<file path="config.mk">
export PLATFORM = sky130hd
export DESIGN_NAME = mem_port_sched
export DESIGN_NICKNAME = d
export VERILOG_FILES = /design/src/rtl/mem_port_sched.sv
export SDC_FILE = /design/constraint.sdc
export NUM_CORES = 1
export LEC_CHECK = 0
export CAP_MARGIN = 20
export CORE_MARGIN = 2
export CORE_UTILIZATION = 25
export DETAILED_ROUTE_END_ITERATION = 10
export HOLD_SLACK_MARGIN = 0.08
export SYNTH_ARGS = -nofsm -noshare
export SYNTH_HDL_FRONTEND = slang
export SYNTH_SLANG_ARGS = --single-unit
</file>
<file path="constraint.sdc">
create_clock -name clk -period 1.92 [get_ports clk]
set_input_delay 0.288 -clock clk [delete_from_list [all_inputs] [get_ports clk]]
set_output_delay 0.288 -clock clk [all_outputs]
set_load 0.005 [all_outputs]
</file>
<file path="src/rtl/mem_port_sched.sv">
// Time-shares one single-port memory between instruction fetch and data access,
// holding the core with `stall` until each instruction commits. `MPS_TIMEOUT_EN adds a bus watchdog.
module mem_port_sched #(
  parameter int AW      = 32,
  parameter int DW      = 32,
  parameter int TIMEOUT = 256
) (
  input  logic            clk,
  input  logic            rst,
  input  logic [AW-1:0]   i_addr,
  output logic [DW-1:0]   i_rdata,
  input  logic            d_req,
  input  logic            d_we,
  input  logic [DW/8-1:0] d_be,
  input  logic [AW-1:0]   d_addr,
  input  logic [DW-1:0]   d_wdata,
  output logic [DW-1:0]   d_rdata,
  output logic            m_req,
  output logic            m_we,
  output logic [DW/8-1:0] m_be,
  output logic [AW-1:0]   m_addr,
  output logic [DW-1:0]   m_wdata,
  input  logic            m_gnt,
  input  logic            m_rvalid,
  input  logic [DW-1:0]   m_rdata,
  output logic            stall,
  output logic            bus_err
);

  typedef enum logic [2:0] {FETCH, FWAIT, DECODE, DATA, DWAIT, COMMIT, HALT} state_t;

  state_t state, state_nxt;
  logic   m_req_c;
  logic   dwe_q;

`ifdef MPS_TIMEOUT_EN
  localparam int WDW = $clog2(TIMEOUT + 1);
  logic [WDW-1:0] wd;
  logic           wait_cyc;

  // Cycles spent waiting on the grant or response the current state needs.
  assign wait_cyc = ((state == FETCH || state == DATA) && !m_gnt) ||
                    ((state == FWAIT || state == DWAIT) && !m_rvalid);
`endif

  always_comb begin
    state_nxt = state;
    m_req_c   = 1'b0;
    m_we      = 1'b0;
    m_be      = '0;
    m_addr    = '0;
    m_wdata   = '0;
    stall     = 1'b1;
    case (state)
      FETCH: begin
        m_req_c = 1'b1;
        m_be    = '1;
        m_addr  = i_addr;
        if (m_gnt) state_nxt = FWAIT;
      end
      FWAIT:  if (m_rvalid) state_nxt = DECODE;
      DECODE: state_nxt = d_req ? DATA : COMMIT;
      DATA: begin
        m_req_c = 1'b1;
        m_we    = d_we;
        m_be    = d_be;
        m_addr  = d_addr;
        m_wdata = d_wdata;
        if (m_gnt) state_nxt = DWAIT;
      end
      DWAIT:  if (m_rvalid) state_nxt = COMMIT;
      COMMIT: begin
        stall     = 1'b0;
        state_nxt = FETCH;
      end
      HALT:    state_nxt = HALT;
      default: state_nxt = FETCH;
    endcase
`ifdef MPS_TIMEOUT_EN
    if (wait_cyc && wd == WDW'(TIMEOUT - 1)) state_nxt = HALT;
`endif
  end

  // The request must drop as soon as reset is seen, not one cycle later.
  assign m_req = m_req_c & ~rst;

  always_ff @(posedge clk) begin
    if (rst) begin
      state   <= FETCH;
      i_rdata <= '0;
      d_rdata <= '0;
      dwe_q   <= 1'b0;
    end else begin
      state <= state_nxt;
      if (state == FWAIT && m_rvalid) i_rdata <= m_rdata;
      // Direction is captured at grant so DWAIT does not depend on d_we.
      if (state == DATA && m_gnt) dwe_q <= d_we;
      if (state == DWAIT && m_rvalid && !dwe_q) d_rdata <= m_rdata;
    end
  end

`ifdef MPS_TIMEOUT_EN
  always_ff @(posedge clk) begin
    if (rst) begin
      wd      <= '0;
      bus_err <= 1'b0;
    end else begin
      if (state_nxt != state) wd <= '0;
      else if (wait_cyc)      wd <= wd + 1'b1;
      if (state_nxt == HALT)  bus_err <= 1'b1;
    end
  end
`else
  assign bus_err = 1'b0;
`endif

endmodule
</file>
; ---- Word level (Yosys, flattened, before mapping)
; Index checks and enable logic that the tools add are counted.
[word_totals]
wordCells = 36
ff_bits = 68
out_inout_bits = 136
in_bits = 138
[op_classes]
n_eq_ne = 10
muxes = 12
bitwise = 2
reduce_logical = 8
[ops]
columns = cell, n
row1 = $pmux 32 s2, 1
row2 = $mux 32, 1
row3 = $pmux 3 s6, 1
row4 = $mux 3, 5
row5 = $eq 3x3->1 const B, 3
row6 = $ne 2x2->1 const B, 4
row7 = $pmux 4 s2, 1
row8 = $eq 3x2->1 const B, 2
row9 = $logic_and 1x1->1, 4
row10 = $reduce_and 4->1, 1
row11 = $eq 3x1->1 const B, 1
row12 = $logic_not 3->1, 1
row13 = $mux 1, 3
row14 = $reduce_or 2->1, 1
row15 = $and 1x1->1, 1
row16 = $logic_not 1->1, 1
row17 = $not 1->1, 1

; ---- Longest topological paths before layout
; Gate-level depths: netlist of run 1.
[logic_depth]
ltp_word = 4
mapped_depth = 6
ltp_nobuf = 3

; ---- Worst setup path after synthesis of run 1
; Ideal clock, no wire load.
[synth_path]
kind = reg-to-output
start = register state[0]
end = output m_addr[10]
n_path_buf = 3
path_stages_with_launch = 7
required_ns = 1.632
t_arrival_ns = 1.165
path_slack_ns = 0.467
path_cell_list = dfxtp_1 buf_6 nor2b_4 and2_1 buf_4 buf_6 a22o_1
[synth_via]
elab_chain_len = 2
word_cells_on_any_way = 3
classes_between = eq/ne: 1 / mux: 1 / reduce/logical: 1
[synth_rtl]
columns = item, line_no
row1 = "start, declared", 32  ; state_t state, state_nxt;
row2 = "start signal, assigned", 94  ; state <= state_nxt;
row3 = $eq 3x2->1 or $logic_not 3->1 (tied branches), 54  ; case (state)
row4 = $pmux 32 s2 (*), 54
row5 = "end, declared", 21  ; output logic [AW-1:0] m_addr,
; Every way passes the cells marked *; elsewhere a longest branch is shown, timed or not.

; ---- Worst setup path in the final report of run 1
[layout_path]
start = register state[0]
end = output stall
[layout_via]
elab_chain_len = 2
[layout_rtl]
columns = item, line_no
row1 = $eq 3x3->1, 54
row2 = $mux 1, 54
row3 = "end, declared", 26  ; output logic stall,
; Every way passes these cells.

==> results of run 1 <==
per-stage QoR:
step | instances | cell area, sq um | setup slack [ps] | hold slack (ps)
4_1_cts | 847 | 6710 | -233 | 457
3_5_place_dp | 826 | 6340 | -30.1 | 450
6_report | 858 | 6680 | 62.2 | 457
3_3_place_gp | 826 | 6340 | 6.85 | 443
2_1_floorplan | 397 | 3470 | 467 | 424
5_1_grt | 858 | 6680 | -5.16 | 476
report_power, final:
group          internal [mW]  switching (mW)
Combinational          0.679           0.394
Sequential              1.46          0.0288
Clock                   1.07           0.605
timing repair:
item / in CTS / in global routing
cloned: 2 / 2
setup buffers: 3 / 9
setup endpoints to repair: 71 / 40
gates resized for setup: 90 / 96
pin swaps: 0 / 1
Yosys cell counts, types with 3 or more instances:
cell type / number / area [sq um]
clkbuf_1: 16 / 60.1
nand2_1: 64 / 240
nor2b_1: 3 / 18.8
a21o_1: 4 / 30.0
dfxtp_1: 68 / 1360
o21ai_0: 3 / 15.0
mux2i_1: 34 / 340
buf_4: 4 / 30.0
and3_1: 33 / 206
nand2b_1: 64 / 400
nor2_1: 3 / 11.3
buf_6: 11 / 124
buf_2: 8 / 40.0
a21oi_1: 35 / 175
a22o_1: 32 / 280
path summary, 6_finish.rpt:
path               startpoint          end  cells after the start
setup reg to reg     state[0]  d_rdata[26]                      5
hold / removal    i_rdata[27]  i_rdata[27]                      2
setup / recovery     state[0]        stall                      4
hold reg to reg   i_rdata[27]  i_rdata[27]                      2
layout make-up:
class,count,area share
Clock buffer,12,0.0384
Clock inverter,4,0.00711
Inverter,1,0.000562
Multi-Input combinational cell,288,0.281
Sequential cell,68,0.205
Tap cell,180,0.0337
Timing Repair Buffer,305,0.434
flip-flops by register name (all words and copies together), names as in the netlist:
register and cells:
state 3, dwe_q 1, d_rdata 32, i_rdata 32
tightest hold or removal path, stage by stage, from the launching register on:
cell and delay, ps:
dfxtp_1 310, nand2_1 50, a21oi_1 50
cell families (layout without fill, tap and decap cells):
group | Yosys count | in the layout | synth area share
AO/OA/AOI/OAI | 76 | 76 | 0.148
buffers and inverters | 41 | 322 | 0.0753
flip-flops | 68 | 68 | 0.392
multiplexers | 34 | 34 | 0.0980
other | 1 | 1 | 0.00108
AND/OR/NAND/NOR | 177 | 177 | 0.285
layer usage:
| metal | share of wire | wire length [um] |
|---|---|---|
| met1 | 0.40 | 5650 |
| met4 | 0.011 | 155 |
| met3 | 0.088 | 1240 |
| met5 | 0 | 0 |
| met2 | 0.50 | 7020 |
cell usage in the layout, fill, tap and decap left out, types with 2 or more instances in the layout:
master,count
a21oi_1,35
a21o_1,4
a22o_1,32
nor2_1,3
clkdlybuf4s15_1,2
clkdlybuf4s50_1,201
buf_12,6
and3_1,32
nand2_1,64
buf_2,2
o21ai_0,3
dlymetal6s2s_1,13
clkbuf_8,2
clkbuf_2,47
dlygate4sd2_1,7
nand2b_1,64
buf_16,2
dfxtp_1,65
buf_4,22
mux2i_1,34
nor2b_1,3
clkbuf_16,11
dfxtp_4,2
clkinv_2,2
==> metrics.yaml, run 1 <==
synth.avg_cell_area_sq_um: 8.75
gr-total-overflow: 0
cts_tree: "built"
initialDrtViolationCount: 153
multi_input_area_sq_um: 1880
synth_cell_types: 30
cts.clk_slew.worst_paths_ps: 60
critical_path_arrival_ps: 1570
area_growth_pct: 92.4
io_pins: 274
cp_data_required_time_ps: 1630
setup.worst_path.class: "reg2out"
grt_util_met3: 0.0702
fp.dieW_um: 122
rows: 43
async_reset_ff_frac: 0
core_sq_um: 13700
clk_latency_ps: 330
rsz0062_at_grt: "yes"
drc: 0
vias: 3843
fin_util: 0.487
dr.pass1.iters: 6
fin_skew_ps: 5.24
cts_buffer_depth: 2
power_density_nw_per_um2: 634
grt_max_degree: 65
grt_util_met2: 0.305
post-route-period-util: 0.968
hp-class: "reg2reg"
finalPower_mw: 4.23
wl_per_cell_um: 16.4
via_per_inst: 4.48
max_cap_viol_count: 0
worst-path-max-fanout: 7
min_period_ps: 1860
max-vdd-ir-drop_mv: 0.481
syn-instance-count: 397
setup_tns_ps: 0
track_usage: 0.176
tightest_slew_ps: 517
routabilityCongestion: 0.719
p_leak_nw: 2.84
grt_pass1_vias: 3752
num-fill-cells: 1329
slew_headroom: 0.655
endpoint_kind: "output pin"
synth_edf_count: 0
cp_slowest_cell: "clkdlybuf4s50_1"
antenna_found_initial: 0
grt_pass1_wl_um: 20200
reg2reg_setup_slack_ps: 360
critical_path_buf_inv_count: 3
synthFlopType: "dfxtp_1"
fp.dieArea_sq_um: 14900
htreeDepth: 3
syn_nets: 535
cts_root_buffer: "clkbuf_16"
path_common_cell: "buf_4"
cts-hold-fix-buffers: 0
dp_hpwl_um: 10200
yosys_warnings: 0
synth_seq_cells: 68
grt-busiest-layer: "met2"
maxSlewViolCount: 0
initial_utilization: 0.253
max_stage_delay_ps: 510
port_buffers: 272
path_cells: "buf_4, buf_4, nand3b_1, clkdlybuf4s50_1"
path_delay_family: "buffers and inverters"
final_hold_viol_count: 0
seq_area_sq_um: 1370
start_kind: "register"
status: "finished, final reports clean"
max_freq_mhz: 538
syn_area_sq_um: 3470
finalSetupViolations: 0
finalNetCount: 811
die_height_um: 122
clock_sinks: 68
ant_nets: 0
cts_buffers: 9
wirelength_um: 14100
met1_usage: 0.203
drive_gt1_frac: 0.159
diodes: 0
ys_seq_area_frac: 0.392
No activity file was read; power rests on OpenSTA's default activity.
==> run 2, diff against run 1 <==
--- a/config.mk
+++ b/config.mk
@@ -10,6 +10,7 @@
 export CORE_UTILIZATION = 25
 export DETAILED_ROUTE_END_ITERATION = 10
 export HOLD_SLACK_MARGIN = 0.08
+export REMOVE_ABC_BUFFERS = 1
 export SYNTH_ARGS = -nofsm -noshare
 export SYNTH_HDL_FRONTEND = slang
 export SYNTH_SLANG_ARGS = --single-unit
==> constraint.sdc (replaced) <==
create_clock -name clk -period 2.2 [get_ports clk]
set_input_delay 0.33 -clock clk [delete_from_list [all_inputs] [get_ports clk]]
set_output_delay 0.33 -clock clk [all_outputs]
set_load 0.005 [all_outputs]
==> metrics.yaml, run 2 (synthesis results as in run 1) <==
status: "finished, final reports clean"
area_growth_pct: 97.7
dpl_worst_slack_ps: 194
grt_pass1_vias: 3737
max_stage_delay_ps: 500
wl_per_cell_um: 17.7
final_hold_viol_count: 0
cp_data_required_time_ps: 1870
drive_gt1_frac: 0.0716
hp-class: "reg2reg"
grt_pass1_wl_um: 20800
fin_skew_ps: 5.51
cts_buffer_depth: 2
core_sq_um: 13700
cp_slowest_cell: "clkdlybuf4s50_1"
switching_share: 0.248
seq_area_sq_um: 1370
num-fill-cells: 1326
setup_tns_ps: 0
start_kind: "register"
min_period_ps: 2190
clk_latency_ps: 330
fp.dieArea_sq_um: 14900
finalWorstSetupSlack_ps: 9.17
path_cells: "nor2b_4, and2_4, buf_16, a22o_1, clkdlybuf4s50_1"
finalSetupViolations: 0
cts_buffers: 9
cts.clk_slew.worst_paths_ps: 60
initial_utilization: 0.253
setup.worst_path.class: "reg2out"
fp.dieW_um: 122
worst-path-max-fanout: 18
via_per_inst: 4.57
initialDrtViolationCount: 138
die_height_um: 122
power_density_nw_per_um2: 543
grt_max_degree: 102
final_common_cell: "clkdlybuf4s50_1"
drc: 0
max_cap_viol_count: 0
io_pins: 274
finalPower_mw: 3.73
endpoint_kind: "output pin"
multi_input_area_sq_um: 1870
finalNetCount: 803
internal_power_mw: 2.80
antenna_found_initial: 0
power_frac_clock: 0.386
reg_top3: "d_rdata: 32 flops, i_rdata: 32 flops, state: 3 flops"
dr.pass1.iters: 4
seq_power_share: 0.347
max_freq_mhz: 456
p_comb_frac: 0.267
cts_root_buffer: "clkbuf_16"
gr-total-overflow: 0
rsz0062_at_grt: "yes"
post-route-period-util: 0.996
routabilityCongestion: 0.815
vias: 3881
max-vdd-ir-drop_mv: 0.357
final_cell_mix: "clkdlybuf4s50_1 (235), dfxtp_1 (66), nand2b_1 (64), nand2_1 (64), a21oi_1 (35)"
wirelength_um: 15100
track_usage: 0.181
port_buffers: 272
p_leak_nw: 2.88
maxSlewViolCount: 0
fin_util: 0.501
cts-hold-fix-buffers: 0
critical_path_arrival_ps: 1860
cts_tree: "built"
clock_sinks: 68
switchingPower_mw: 0.923
reg2reg_setup_slack_ps: 770
diodes: 0
ant_nets: 0
dp_hpwl_um: 10900
htreeDepth: 3
rows: 43
==> run 2: cell count changes in the layout (fill, tap and decap cells not counted), sizes merged, moves of 2 or more <==
cell           before  now
clkdlybuf4s50     201  235
dlygate4sd2         7    9
clkbuf             61   15
dlymetal6s2s       13   27
buf                33   23
clkdlybuf4s15       2    0
==> run 2: worst max-delay path, delay by kind of cell (launching register included) <==
family                 cells  cell delay [ps]
buffers and inverters      2              660
AND/OR/NAND/NOR            2              370
flip-flops                 1              360
AO/OA/AOI/OAI              1              140
==> run 2: layout make-up <==
class / count / area share
Timing Repair Buffer: 297 / 0.453
Multi-Input combinational cell: 288 / 0.272
Sequential cell: 68 / 0.199
Clock buffer: 12 / 0.0359
Tap cell: 180 / 0.0328
Clock inverter: 4 / 0.00711
Inverter: 1 / 0.000547
==> run 2: routing by layer <==
| metal | track usage | wire length, um | vias up |
|---|---|---|---|
| li1 | - | - | 1884 |
| met1 | 0.214 | 5930 | 1796 |
| met2 | 0.309 | 7480 | 174 |
| met3 | 0.0571 | 1320 | 27 |
| met4 | 0.0618 | 330 | 0 |
| met5 | 0 | 0 | - |
==> run 2: power by group through the flow <==
| stage | logic (mW) | clock network (mW) | registers, mW |
|---|---|---|---|
| after floorplan | 0.264 | 0 | 1.33 |
| after global placement | 0.934 | 0 | 1.32 |
| after detailed placement | 0.942 | 0 | 1.32 |
| after CTS | 0.938 | 1.48 | 1.29 |
| after global routing | 1.06 | 1.53 | 1.30 |
| final | 0.995 | 1.44 | 1.29 |
==> run 2: path summary, 6_finish.rpt <==
check | start | end | cells after the start
hold / removal | i_rdata[30] | i_rdata[30] | 2
hold reg to reg | i_rdata[30] | i_rdata[30] | 2
setup reg to reg | state[1] | i_rdata[31] | 5
setup / recovery | state[0] | m_addr[16] | 5
==> run 2: what timing repair did <==
item                       4_1_cts  5_1_grt
setup endpoints to repair       70       58
cloned                           1        4
hold endpoints to repair         0        0
setup buffers                    0        6
pin swaps                        1        1
resized for setup               13       30
==> run 2: stage by stage <==
step                      hold slack, ps  std cells  instance area [sq um]
after global placement               442        823                   6330
after detailed placement             447        823                   6330
after floorplan                      399        357                   3220
after CTS                            454        840                   6650
final                                453        850                   6870
after global routing                 475        850                   6870
